**src/rtl/seq_alu.sv**
```systemverilog
// seq_alu: multi-cycle ALU with valid/ready handshakes on both sides.
//
// It keeps the 4-bit opcode map of the older combinational ALU:
//   0 NAND, 1 NOR, 2 XNOR, 3 GT, 4 LT, 5 EQ, 6 ADD, 7 SUB, 8 MUL, 9 DIV,
//   10..15 illegal.
// Bitwise, compare, ADD and SUB ops finish on the accept edge. DIV by zero
// and illegal ops also finish there. MUL uses a shift-add unit and DIV uses
// a restoring divider. Each of those takes WIDTH iterations, one per cycle.
//
// Ports
//   clk, rst_n           rising-edge clock, async active-low reset
//   in_valid / in_ready  input handshake; op, a and b are captured on accept
//   op, a, b             opcode and unsigned WIDTH-bit operands
//   out_valid/out_ready  output handshake; outputs hold while stalled
//   result               2*WIDTH-bit result
//   gt, lt, eq           unsigned compare of the captured a vs b
//   ovf                  ADD carry-out / SUB borrow
//   dz                   DIV with b == 0
//   err                  illegal opcode
module seq_alu #(
  parameter int WIDTH = 8
) (
  input  logic               clk,
  input  logic               rst_n,
  input  logic               in_valid,
  output logic               in_ready,
  input  logic [3:0]         op,
  input  logic [WIDTH-1:0]   a,
  input  logic [WIDTH-1:0]   b,
  output logic               out_valid,
  input  logic               out_ready,
  output logic [2*WIDTH-1:0] result,
  output logic               gt,
  output logic               lt,
  output logic               eq,
  output logic               ovf,
  output logic               dz,
  output logic               err
);

  localparam int CW = (WIDTH > 2) ? $clog2(WIDTH) : 1;
  localparam logic [CW-1:0] LAST = CW'(WIDTH - 1);

  typedef enum logic [1:0] {IDLE = 2'd0, EXEC = 2'd1, DONE = 2'd2} state_t;

  state_t             state_reg;
  logic [2*WIDTH-1:0] work_reg;
  logic [2*WIDTH-1:0] work_next;
  logic [WIDTH-1:0]   opnd_reg;
  logic               is_div_reg;
  logic [CW-1:0]      cnt_reg;

  logic [2*WIDTH-1:0] quick_result;
  logic               quick_ovf;
  logic               quick_dz;
  logic               quick_err;
  logic               start_long;
  logic               accept;
  logic [WIDTH:0]     mul_sum;
  logic [WIDTH:0]     rem_shift;
  logic [WIDTH:0]     div_diff;

  // When a result is waiting, a new op can be taken on the same edge that
  // the consumer takes that result.
  assign in_ready = rst_n & ((state_reg == IDLE) | ((state_reg == DONE) & out_ready));
  assign accept   = in_valid & in_ready;

  // A divide by zero never enters the iterative unit. It completes at once
  // with the fixed quotient and remainder.
  assign start_long = (op == 4'd8) | ((op == 4'd9) & (b != '0));

  // Results for the ops that finish on the accept edge.
  always_comb begin
    quick_result = '0;
    quick_ovf    = 1'b0;
    quick_dz     = 1'b0;
    quick_err    = 1'b0;
    case (op)
      4'd0: quick_result[WIDTH-1:0] = ~(a & b);
      4'd1: quick_result[WIDTH-1:0] = ~(a | b);
      4'd2: quick_result[WIDTH-1:0] = ~(a ^ b);
      4'd3, 4'd4, 4'd5: quick_result[2:0] = {a > b, a == b, a < b};
      4'd6: begin
        quick_result[WIDTH:0] = {1'b0, a} + {1'b0, b};
        quick_ovf             = quick_result[WIDTH];
      end
      4'd7: begin
        quick_result[WIDTH-1:0] = a - b;
        quick_ovf               = (a < b);
      end
      4'd8: quick_result = '0;
      4'd9: begin
        quick_result = {a, {WIDTH{1'b1}}};
        quick_dz     = 1'b1;
      end
      default: quick_err = 1'b1;
    endcase
  end

  // One iteration of the shared datapath.
  // MUL: work holds {partial product, remaining multiplier bits}. The
  //      multiplicand (opnd) is added into the top half, then work shifts
  //      right by one bit.
  // DIV: work holds {remainder, dividend/quotient}. The top bit of the
  //      dividend shifts into the remainder. If the trial subtract does not
  //      borrow, the remainder is updated and a 1 enters the quotient.
  always_comb begin
    mul_sum   = {1'b0, work_reg[2*WIDTH-1:WIDTH]} + {1'b0, opnd_reg};
    rem_shift = {work_reg[2*WIDTH-1:WIDTH], work_reg[WIDTH-1]};
    div_diff  = rem_shift - {1'b0, opnd_reg};
    if (is_div_reg) begin
      if (div_diff[WIDTH])
        work_next = {work_reg[2*WIDTH-2:0], 1'b0};
      else
        work_next = {div_diff[WIDTH-1:0], work_reg[WIDTH-2:0], 1'b1};
    end else begin
      if (work_reg[0])
        work_next = {mul_sum, work_reg[WIDTH-1:1]};
      else
        work_next = {1'b0, work_reg[2*WIDTH-1:1]};
    end
  end

  always_ff @(posedge clk or negedge rst_n) begin
    if (!rst_n) begin
      state_reg  <= IDLE;
      work_reg   <= '0;
      opnd_reg   <= '0;
      is_div_reg <= 1'b0;
      cnt_reg    <= '0;
      out_valid  <= 1'b0;
      result     <= '0;
      gt         <= 1'b0;
      lt         <= 1'b0;
      eq         <= 1'b0;
      ovf        <= 1'b0;
      dz         <= 1'b0;
      err        <= 1'b0;
    end else if (state_reg == EXEC) begin
      work_reg <= work_next;
      cnt_reg  <= cnt_reg + CW'(1);
      if (cnt_reg == LAST) begin
        result    <= work_next;
        out_valid <= 1'b1;
        state_reg <= DONE;
      end
    end else if (accept) begin
      gt <= (a > b);
      lt <= (a < b);
      eq <= (a == b);
      if (start_long) begin
        // op[0] tells DIV (9) apart from MUL (8).
        is_div_reg <= op[0];
        opnd_reg   <= op[0] ? b : a;
        work_reg   <= op[0] ? {{WIDTH{1'b0}}, a} : {{WIDTH{1'b0}}, b};
        cnt_reg    <= '0;
        out_valid  <= 1'b0;
        ovf        <= 1'b0;
        dz         <= 1'b0;
        err        <= 1'b0;
        state_reg  <= EXEC;
      end else begin
        result    <= quick_result;
        ovf       <= quick_ovf;
        dz        <= quick_dz;
        err       <= quick_err;
        out_valid <= 1'b1;
        state_reg <= DONE;
      end
    end else if ((state_reg == DONE) && out_ready) begin
      out_valid <= 1'b0;
      state_reg <= IDLE;
    end
  end

endmodule

```
**config.mk**
```make
export PLATFORM = sky130hd
export DESIGN_NAME = seq_alu
export DESIGN_NICKNAME = d
export VERILOG_FILES = /design/src/rtl/seq_alu.sv
export SDC_FILE = /design/constraint.sdc
export NUM_CORES = 1
export LEC_CHECK = 0
export ABC_AREA = 0
export BUFFER_PORTS_ARGS = -buffer_cell sky130_fd_sc_hd__buf_2
export CORE_ASPECT_RATIO = 0.8
export CORE_UTILIZATION = 35
export CTS_CLUSTER_DIAMETER = 50
export DETAILED_ROUTE_END_ITERATION = 6
export REMOVE_ABC_BUFFERS = 1
export SETUP_SLACK_MARGIN = 0.1
export SKIP_CTS_REPAIR_TIMING = 1
export SYNTH_ARGS = -nofsm -noshare
export SYNTH_HDL_FRONTEND = slang
export SYNTH_SLANG_ARGS = --single-unit
```
**constraint.sdc**
```tcl
create_clock -name clk -period 4.16 [get_ports clk]
set_input_delay 0.832 -clock clk [delete_from_list [all_inputs] [get_ports clk]]
set_output_delay 0.832 -clock clk [all_outputs]
set_load 0.05 [all_outputs]
```
# Word level (Yosys, flattened, before mapping)
# Index checks and enable logic that the tools add are counted.
[op_classes] magnitude_cmp=2 n_mux=35 n_eq_ne=15 bitwise_logic=13 n_reduce_logical=14 add_sub_neg=5
[ops] cell="$mux W16" n=10
[ops] cell="$pmux W5 S6" n=1
[ops] cell="$not A8 Y8" n=3
[ops] cell="$pmux W3 S7" n=1
[ops] cell="$add A8 B8 Y9" n=2
[ops] cell="$eq A4 B3 Y1 const B" n=4
[ops] cell="$mux W8" n=2
[ops] cell="$mux W1" n=10
[ops] cell="$mux W2" n=5
[ops] cell="$reduce_or A10 Y1" n=1
[ops] cell="$mux W3" n=3
[ops] cell="$sub A9 B8 Y9" n=1
[ops] cell="$and A8 B8 Y8" n=1
[ops] cell="$eq A4 B2 Y1 const B" n=2
[ops] cell="$eq A4 B4 Y1 const B" n=2
[ops] cell="$eq A8 B8 Y1" n=1
[ops] cell="$gt A8 B8 Y1" n=1
[ops] cell="$lt A8 B8 Y1" n=1
[ops] cell="$or A8 B8 Y8" n=1
[ops] cell="$reduce_bool A8 Y1" n=1
[ops] cell="$sub A8 B8 Y8" n=1
[ops] cell="$xor A8 B8 Y8" n=1
[ops] cell="$mux W7" n=1
[ops] cell="$reduce_and A2 Y1" n=3
[ops] cell="17 further kinds" n=25
[word_totals] out_inout_bits=24 regBits=53 input_bits=24 elab_cells=97

# Depth between registers and ports, before layout
# Gate-level depths: netlist of the first run.
[depth] depth_word=7 depth_mapped=11 ltp_nobuf=10

# Least setup slack after synthesis of the first run
# OpenSTA, ideal clock, no wires.
[synth_timing] path_kind="in2reg" startpoint="input port a[0]" endpoint="register result[6]" cell_stages=9 t_required_ps=4028 setup_time_ps=132 path_buffers=0 arrival_ps=2542 slack_ps=1485 path_cell_list="inv_1 -> ha_1 -> fa_1 -> o21bai_1 -> a21oi_1 -> o311ai_1 -> mux2_2 -> o21ai_0 -> a221oi_2"
[synth_via] elab_chain_cells=5 elab_cells_between_ends=6 classes_between="add/sub: 2; mux: 4"
[synth_lines] item="start: declaration" line="28" text="input logic [WIDTH-1:0] a,"
[synth_lines] item="$sub A8 B8 Y8 / $add A8 B8 Y9 (equally long branches)" line="88, 84"
[synth_lines] item="$pmux W5 S6 (*)" line="78" text="case (op)"
[synth_lines] item="$mux W16 (*)" line="151" text="if (start_long) begin"
[synth_lines] item="$mux W16 (*)" line="147" text="end else if (accept) begin"
[synth_lines] item="$mux W16 (*)" line="139" text="end else if (state_reg == EXEC) begin"
[synth_lines] item="end signal: assignment" line="143" text="result <= work_next;"
[synth_lines] item="end signal: assignment" line="163" text="result <= quick_result;"
[synth_lines] item="end: declaration" line="32" text="output logic [2*WIDTH-1:0] result,"
# Every way passes the cells marked *; elsewhere a longest branch is shown, timed or not. The select of a mux whose other input is x is not followed.
# A chain may end at the register's enable or synchronous reset.

# Worst setup path in the final report of the first run
[layout_timing] startpoint="register work_reg[7]" endpoint="register result[12]"
[layout_via] elab_chain_cells=5
[layout_lines] item="start: declaration" line="47" text="logic [2*WIDTH-1:0] work_reg;"
[layout_lines] item="start signal: assignment" line="140" text="work_reg <= work_next;"
[layout_lines] item="start signal: assignment" line="155" text="work_reg <= op[0] ? {{WIDTH{1'b0}}, a} : {{WIDTH{1'b0}}, b};"
[layout_lines] item="$sub A9 B8 Y9" line="110" text="div_diff = rem_shift - {1'b0, opnd_reg};"
[layout_lines] item="$mux W16" line="112" text="if (div_diff[WIDTH])"
[layout_lines] item="$mux W16" line="111" text="if (is_div_reg) begin"
[layout_lines] item="$mux W16" line="142" text="if (cnt_reg == LAST) begin"
[layout_lines] item="$mux W16" line="139"
# Every way passes these cells. The select of a mux whose other input is x is not followed.

==> flow_metrics.tcl, run 1 <==
set metrics [dict create \
    vias_per_cell 5.84 \
    cp-start-kind "flip-flop" \
    core_area_um2 14400 \
    synth_flop_cell "dfrtp_1" \
    cts_tree "done" \
    setup_violations 0 \
    fin_crit_ps 2950 \
    path_clk_slew_ps 70 \
    hp-class "in -> async" \
    run_status "finished, violations left" \
    slew_headroom 0.279 \
    final_layout_size_suffix_gt1_frac 0.142 \
    required_ps 4400 \
    synth-edff-count 0 \
    hold_violations 0 \
    fmax_ghz 0.339 \
    wire_per_inst_um 18.7 \
    cts-buffers-inserted 5 \
    antenna_found_initial 0 \
    rr_startpoint "work_reg[7]" \
    multi_input_area_um2 3550 \
    fin_crit_sh 0.708 \
    areaGrowthSynthToFinish_pct 9.76 \
    crit_family "simple AND/OR/NAND/NOR gates" \
    path_cells "inv_1, ha_1, inv_1, fa_1, a211o_1, nand3_1, nand3_1, and4_1, nor4_2, o22a_1" \
    grt_overflow_total 0 \
    port_buffers 47 \
    cp_num_buf_inv 2 \
    initial_core_util 0.361 \
    violations "DRC" \
    avgSynthCellArea_um2 8.17 \
    synth-seq-cells 52 \
    ys_types 81 \
    cp_slowest_cell "dfrtp_1" \
    drv_cap 0 \
    irDropWorstVdd_mv 0.146 \
    grt_pass1_vias 4653 \
    yosysSeqAreaShare 0.250 \
    syn-instance-count 637 \
    grt_max_degree 47 \
    path_class "reg -> reg" \
    p_total_mw 1.26 \
    synth_warnings 0 \
    setup_ws_ps 1210 \
    clock_latency_ps 300 \
    worstMarginPinSlew_ps 1080 \
    firstDrtPassIters 7 \
    dp_slack_ps 1010 \
    clkSinkCount 52 \
    vias 4941 \
    p_leak_nw 2.53 \
    async_flop_share 1.00 \
    cts_htree_levels 2 \
    nets 735 \
    seq_area_um2 1300 \
    die-area_um2 15400 \
    rr_worst_depth 10 \
    cts_buffer_depth 2 \
    grt_pass1_wl_um 25700 \
    timing_max_transition_violations_final 0 \
    crit_fanout 11 \
    cellPowerDensity_nw_per_um2 221 \
    dp_hpwl_um 12300 \
    r2r_end "result[12]" \
    placementRows 39 \
    crit_path_end_kind "flip-flop" \
    cpPeakStageDelay_ps 430 \
    fp.dieW_um 138 \
    fillers 1471 \
    crit_arrival_ps 3180 \
    drtAntennaViolNets 0 \
    clockRootBuffer "clkbuf_16" \
    grtUsageTotal 0.210 \
    ff2ff_setup_slack_ps 1210 \
    fp.dieH_um 111 \
    first_iter_violations 422 \
    syn_area_um2 5200 \
    routed_wl_um 15900 \
    skew_ps 7.89 \
    rsz0062_at_grt "no" \
    fin_tns_setup_ps 0 \
    pin_count 48 \
    gp_congestion 0.923 \
    drc 12 \
    diodes 0 \
]
## cell usage after synthesis (4+ instances only)
cell type,number,area [µm²]
nor2_1,60,225
nand2_1,57,214
dfrtp_1,52,1300
ha_1,46,576
inv_1,46,173
a21oi_1,41,205
o21ai_0,36,180
mux2i_1,21,210
nand3_1,20,100
a31oi_1,18,113
clkbuf_1,15,56.3
nor3_1,15,75.1
a21o_1,14,105
buf_2,14,70.1
o211ai_1,11,82.6
mux2_2,10,113
nand2b_1,10,62.6
a211oi_1,9,67.6
and3_1,7,43.8
nor2b_1,7,43.8
o21ai_1,7,35.0
o21a_1,6,45.0
o22ai_1,6,37.5
o31a_1,6,52.6
buf_6,5,56.3
nand3b_1,5,37.5
o221ai_1,5,43.8
o31ai_1,5,37.5
xor2_1,5,43.8
a211o_1,4,35.0
fa_1,4,80.1
## per-layer routing
metal,vias to the layer above,part of all wire,track usage
met1,2418,0.52,0.321
met4,0,0.0042,0.0270
li1,2366,-,-
met3,9,0.070,0.0479
met2,148,0.41,0.301
met5,-,0,0
## worst max path at each step
stage                start         end  slack [ps]  cells after the start
5_1_grt        work_reg[7]  result[12]        1000                     10
3_3_place_gp          b[6]  result[15]        1060                      8
6_report       work_reg[7]  result[12]        1210                     10
4_1_cts        work_reg[7]  result[12]        1220                     10
3_5_place_dp         op[0]   result[7]        1010                      7
2_1_floorplan         b[6]   result[7]        1340                      6
## area by class of cell
cell class | instances | area share
multi-input combinational | 502 | 0.621
timing repair buffer | 53 | 0.0491
clock buffer | 6 | 0.0243
inverter | 47 | 0.0309
sequential | 52 | 0.228
clock inverter | 2 | 0.00679
tap | 184 | 0.0403
## through the flow
| step | hold slack, ps | util | instance area [µm²] | cells |
|---|---|---|---|---|
| after floorplan | 468 | - | 5010 | 601 |
| after global placement | 461 | 0.384 | 5530 | 838 |
| after detailed placement | 471 | 0.384 | 5530 | 838 |
| after CTS | 401 | 0.397 | 5710 | 846 |
| after global routing | 412 | 0.397 | 5710 | 846 |
| final | 395 | 0.397 | 5710 | 846 |
## cells by family (layout without fill, tap and decap cells)
group / count (synthesis) / in the layout / synth area share
simple gates: 211 / 211 / 0.209
compound gates: 202 / 202 / 0.269
buf+inv: 83 / 108 / 0.0704
flops: 52 / 52 / 0.250
fa+ha+maj: 50 / 50 / 0.126
mux: 31 / 31 / 0.0620
xor+xnor: 8 / 8 / 0.0135
## cells in the final DEF (no fill, tap or decap), types with 3 or more instances in the layout
master     count
nor2_1        60
nand2_1       57
dfrtp_1       52
buf_2         47
inv_1         46
ha_1          46
a21oi_1       41
o21ai_0       36
mux2i_1       21
nand3_1       20
a31oi_1       18
nor3_1        15
a21o_1        14
o211ai_1      11
nand2b_1      10
mux2_2        10
a211oi_1       9
and3_1         7
o21ai_1        7
o21a_1         6
nor2b_1        6
o31a_1         6
o22ai_1        6
buf_4          6
xor2_1         5
o221ai_1       5
nand3b_1       5
o31ai_1        5
clkbuf_16      5
a211o_1        4
fa_1           4
or4_1          3
or3_1          3
xnor2_1        3
o21bai_1       3
o32a_1         3
o22a_1         3
## report_power, final
part,switching [mW],internal (mW)
registers,0.00302,0.510
clock network,0.190,0.302
logic,0.170,0.0888
(Power assumes the default switching activity.)
==> run 2, diff against run 1 <==
- clock period: 4.16 -> 2.8 ns (I/O delays scaled with it)
==> run 2 against run 1 <==
Compared with the run above:
- the run still ends with DRC left
- largest power group unchanged
- total power up 44%
- worst hold slack better by 41 ps
- clock power up 30%
- combinational power up 61%
- global-route usage up 0.13 points
- clock skew up 0.86 ps
- largest cell class unchanged
==> flow_metrics.tcl, run 2 (synthesis results as in run 1) <==
set metrics [dict create \
    clockRootBuffer "clkbuf_16" \
    initial_core_util 0.361 \
    power.switching_uw 547 \
    layout_common_cells "60 x nor2_1, 57 x nand2_1, 52 x dfrtp_1" \
    irDropWorstVdd_mv 0.243 \
    fin_hold_ws_ps 437 \
    vias 5057 \
    grt_pass1_wl_um 25800 \
    antenna_found_initial 0 \
    power_frac_seq 0.419 \
    first_iter_violations 499 \
    fmax_ghz 0.388 \
    die-area_um2 15400 \
    seq_area_um2 1300 \
    firstDrtPassIters 7 \
    path_class "reg -> reg" \
    p_int_mw 1.27 \
    met1_length_um 8190 \
    pwr-share-comb 0.230 \
    drc 12 \
    vias_per_cell 5.81 \
    core_area_um2 14400 \
    wl_met2_um 6800 \
    fin_crit_sh 0.920 \
    final_common_cell "nor2_1" \
    crit_arrival_ps 2770 \
    grtUsageTotal 0.211 \
    pin_count 48 \
    port_buffers 47 \
    gp_congestion 0.914 \
    rsz0062_at_grt "no" \
    diodes 0 \
    cts_buffer_depth 2 \
    routed_wl_um 16200 \
    rr_startpoint "work_reg[7]" \
    r2r_end "work_reg[12]" \
    power_frac_clock 0.351 \
    p_leak_nw 2.66 \
    fin_tns_setup_ps 0 \
    ff2ff_setup_slack_ps 220 \
    clkSinkCount 52 \
    timing_max_transition_violations_final 0 \
    wire_per_inst_um 18.6 \
    dp_slack_ps -3.73 \
    setup_ws_ps 225 \
    run_status "finished, violations left" \
    wl_met3_um 1080 \
    rr_worst_depth 11 \
    final_layout_size_suffix_gt1_frac 0.180 \
    grt_max_degree 53 \
    dp_hpwl_um 12500 \
    grt_overflow_total 0 \
    fp.dieW_um 138 \
    multi_input_area_um2 3600 \
    nets 760 \
    cp-start-kind "flip-flop" \
    cellPowerDensity_nw_per_um2 306 \
    switching_share 0.301 \
    hp-class "in -> async" \
    crit_fanout 12 \
    drtAntennaViolNets 0 \
    p_total_mw 1.82 \
    skew_ps 8.75 \
    grt_pass1_vias 4700 \
    worstMarginPinSlew_ps 1050 \
    path_clk_slew_ps 70 \
    violations "DRC" \
    fin_crit_ps 2580 \
    required_ps 2990 \
    fp.dieH_um 111 \
    cts-buffers-inserted 5 \
    crit_path_end_kind "flip-flop" \
    placementRows 39 \
    setup_violations 0 \
    crit_start "work_reg[7]" \
    areaGrowthSynthToFinish_pct 14.4 \
    hold_violations 0 \
    fillers 1461 \
    clock_latency_ps 300 \
    endpoint "work_reg[12]" \
    routed.top_layer "met4" \
    slew_headroom 0.300 \
    cts_htree_levels 2 \
    cts_tree "done" \
    drv_cap 0 \
]
==> run 2: changes by cell type in the layout (fill, tap and decap cells not counted), sizes merged <==
cell | previous run | this run
bufinv | 1 | 0
clkinv | 2 | 1
buf | 53 | 78
clkbuf | 6 | 8
==> run 2: metal layers <==
metal / GRT usage / vias up
met5: 0 / -
met2: 0.303 / 191
li1: - / 2404
met1: 0.330 / 2447
met4: 0.0307 / 0
met3: 0.0359 / 15
==> run 2: power groups by stage <==
stage	Combinational [mW]	Sequential [mW]	Clock (mW)
3_5_place_dp	0.411	0.776	0
5_1_grt	0.457	0.762	0.672
6_report	0.418	0.762	0.638
4_1_cts	0.413	0.762	0.643
2_1_floorplan	0.211	0.794	0
3_3_place_gp	0.407	0.776	0
==> run 2: through the flow <==
step,area (µm²),utilization,std cells
6_report,5950,0.413,871
3_5_place_dp,5750,0.399,863
3_3_place_gp,5750,0.399,863
5_1_grt,5950,0.413,871
4_1_cts,5890,0.409,871
2_1_floorplan,5010,-,601
==> run 2: worst max-delay path, stage by stage (launching register included) <==
cell     delay (ps)
dfrtp_1         410
inv_1            70
ha_1            170
inv_1            60
fa_2            370
a211o_4         380
and3_4          170
o31ai_4         200
buf_12          170
and4_1          230
nor4_4           70
a21o_1          160
==> run 2: layout make-up <==
cell class,instances,area share
multi-input combinational,502,0.606
sequential,52,0.219
timing repair buffer,78,0.0828
tap,184,0.0387
inverter,47,0.0296
clock buffer,8,0.0246
==> run 2: worst min path at each step <==
stage	to	slack, ps	start
floorplan	cnt_reg[0]	260	rst_n
detailed placement	err	470	err
CTS	cnt_reg[2]	480	rst_n
finish	cnt_reg[2]	440	rst_n
global placement	dz	460	dz
global route	cnt_reg[2]	490	rst_n
==> run 3, diff against run 2 <==
- ABC_AREA: 0 -> 1
- CORE_MARGIN: unset -> 2
==> run 3 against run 2 <==
Compared with the run above:
- critical path depth grew 4
- flip-flop and latch count is the same
- fmax grew 9.1%
- largest cell class unchanged
- sequential power shrank 2%
- the flow now finishes without violations
==> flow_metrics.tcl, run 3 <==
set metrics [dict create \
    gp_congestion 0.904 \
    cts_buffer_depth 2 \
    clock_latency_ps 300 \
    fin_crit_sh 0.843 \
    grt_pass1_wl_um 23200 \
    vias 4717 \
    setup_violations 0 \
    diodes 0 \
    p_leak_nw 2.79 \
    grt_max_degree 53 \
    final_common_cell "nand2_1" \
    synth-edff-count 0 \
    grt_pass1_vias 4258 \
    cp_slowest_cell "dfrtp_1" \
    fmax_ghz 0.423 \
    crit_fanout 9 \
    fin_tns_setup_ps 0 \
    hp-class "in -> async" \
    yosysSeqAreaShare 0.266 \
    final_layout_size_suffix_gt1_frac 0.144 \
    timing_max_transition_violations_final 0 \
    fp.dieH_um 110 \
    ff2ff_setup_slack_ps 440 \
    crit_arrival_ps 2590 \
    synth_flop_cell "dfrtp_1" \
    synthTopCellsByCount "146 x nand2_1, 90 x inv_1, 72 x nand3_1" \
    syn-instance-count 705 \
    dp_hpwl_um 11300 \
    slew_headroom 0.534 \
    initial_core_util 0.359 \
    syn_area_um2 4890 \
    worstMarginPinSlew_ps 699 \
    yosys.area.top_type_share 0.266 \
    routed_wl_um 14400 \
    async_flop_share 1.00 \
    fin_crit_ps 2360 \
    hold_violations 0 \
    cp-start-kind "flip-flop" \
    clkSinkCount 52 \
    antenna_found_initial 0 \
    wire_per_inst_um 15.6 \
    cts-buffers-inserted 5 \
    avgSynthCellArea_um2 6.93 \
    first_iter_violations 426 \
    pin_count 48 \
    path_clk_slew_ps 80 \
    core_area_um2 13600 \
    die-area_um2 14900 \
    run_status "finished, final reports clean" \
    rsz0062_at_grt "no" \
    synth-seq-cells 52 \
    placementRows 38 \
    synthTopCellsByArea "dfrtp_1 27%, ha_1 12%, nand2_1 11%" \
    cts_tree "done" \
    drtAntennaViolNets 0 \
    crit_path_end_kind "flip-flop" \
    cellPowerDensity_nw_per_um2 316 \
    port_buffers 47 \
    grtUsageTotal 0.199 \
    skew_ps 8.06 \
    drc 0 \
    layout_common_cells "146 x nand2_1, 90 x inv_1, 72 x nand3_1" \
    p_total_mw 1.70 \
    grt_overflow_total 0 \
    path_class "reg -> reg" \
    synth_warnings 0 \
    yosysTopAreaCell "dfrtp_1" \
    fp.dieW_um 136 \
    path_cells "inv_1, ha_1, inv_1, fa_1, nand3_1, nand3_1, nand2_2, nand2_2, nand2_4, nand2_4, nand2_1, nand3_1, nand2_1, nand2_1, a21oi_2" \
    required_ps 3030 \
    vias_per_cell 5.12 \
    cts_htree_levels 2 \
    clockRootBuffer "clkbuf_16" \
    ys_types 47 \
    drv_cap 0 \
    nets 815 \
    yosysMostFrequentCell "nand2_1" \
    cpPeakStageDelay_ps 420 \
    irDropWorstVdd_mv 0.235 \
    areaGrowthSynthToFinish_pct 10.3 \
    firstDrtPassIters 5 \
]
==> run 3: final cells by class <==
type | count | area [µm²]
fillers | 1462 | 8210
multi-input cells | 531 | 3060
flip-flops and latches | 52 | 1300
inverters | 98 | 372
repair buffers | 53 | 280
well taps | 180 | 225
clock buffers | 5 | 125
clock inverters | 3 | 25.0
==> run 3: worst paths after layout <==
path,start,endpoint,depth (start not counted)
worst max-delay path,work_reg[7],result[8],15
worst min-delay path,rst_n,cnt_reg[0],2
worst max register to register,work_reg[7],result[8],15
worst min register to register,cnt_reg[0],cnt_reg[0],1
max in group asynchronous,rst_n,result[7],2
min in group clk,cnt_reg[0],cnt_reg[0],1
==> run 3: worst max-delay path: cells and delay by family, from the launching register on <==
kind,cells,cell delay (ps)
simple gates,10,1040
fa+ha+maj,2,540
buf+inv,2,170
flops,1,420
compound gates,1,130
==> run 3: where the power goes <==
part           internal, mW  switching [mW]
Clock                 0.340           0.326
Sequential            0.750               0
Combinational        0.0892           0.198
Total                  1.18           0.524
==> run 3: per-stage QoR <==
| stage | setup WS, ps | instances | utilization | instance area (µm²) | hold slack (ps) |
|---|---|---|---|---|---|
| final | 439 | 922 | 0.396 | 5390 | 403 |
| after floorplan | 562 | 681 | - | 4730 | 264 |
| after global routing | 264 | 922 | 0.396 | 5390 | 477 |
| after detailed placement | 392 | 914 | 0.385 | 5240 | 465 |
| after CTS | 460 | 922 | 0.396 | 5390 | 451 |
| after global placement | 399 | 914 | 0.385 | 5240 | 458 |
==> run 3: logic make-up (layout without fill, tap and decap cells) <==
family                     after synthesis  in the layout  synth area share
and+or+nand+nor                        321            321             0.305
AOI/OAI and AO/OA                      158            158             0.184
buffers and inverters                  122            159             0.107
DFF                                     52             52             0.266
adders and majority gates               50             50             0.134
xor gates and xnor gates                 2              2           0.00359
==> run 3: routing by layer <==
| layer | GRT usage | vias up | share of wire |
|---|---|---|---|
| li1 | - | 2403 | - |
| met1 | 0.331 | 2141 | 0.54 |
| met2 | 0.270 | 160 | 0.38 |
| met3 | 0.0263 | 13 | 0.069 |
| met4 | 0.0268 | 0 | 0.0093 |
| met5 | 0 | - | 0 |
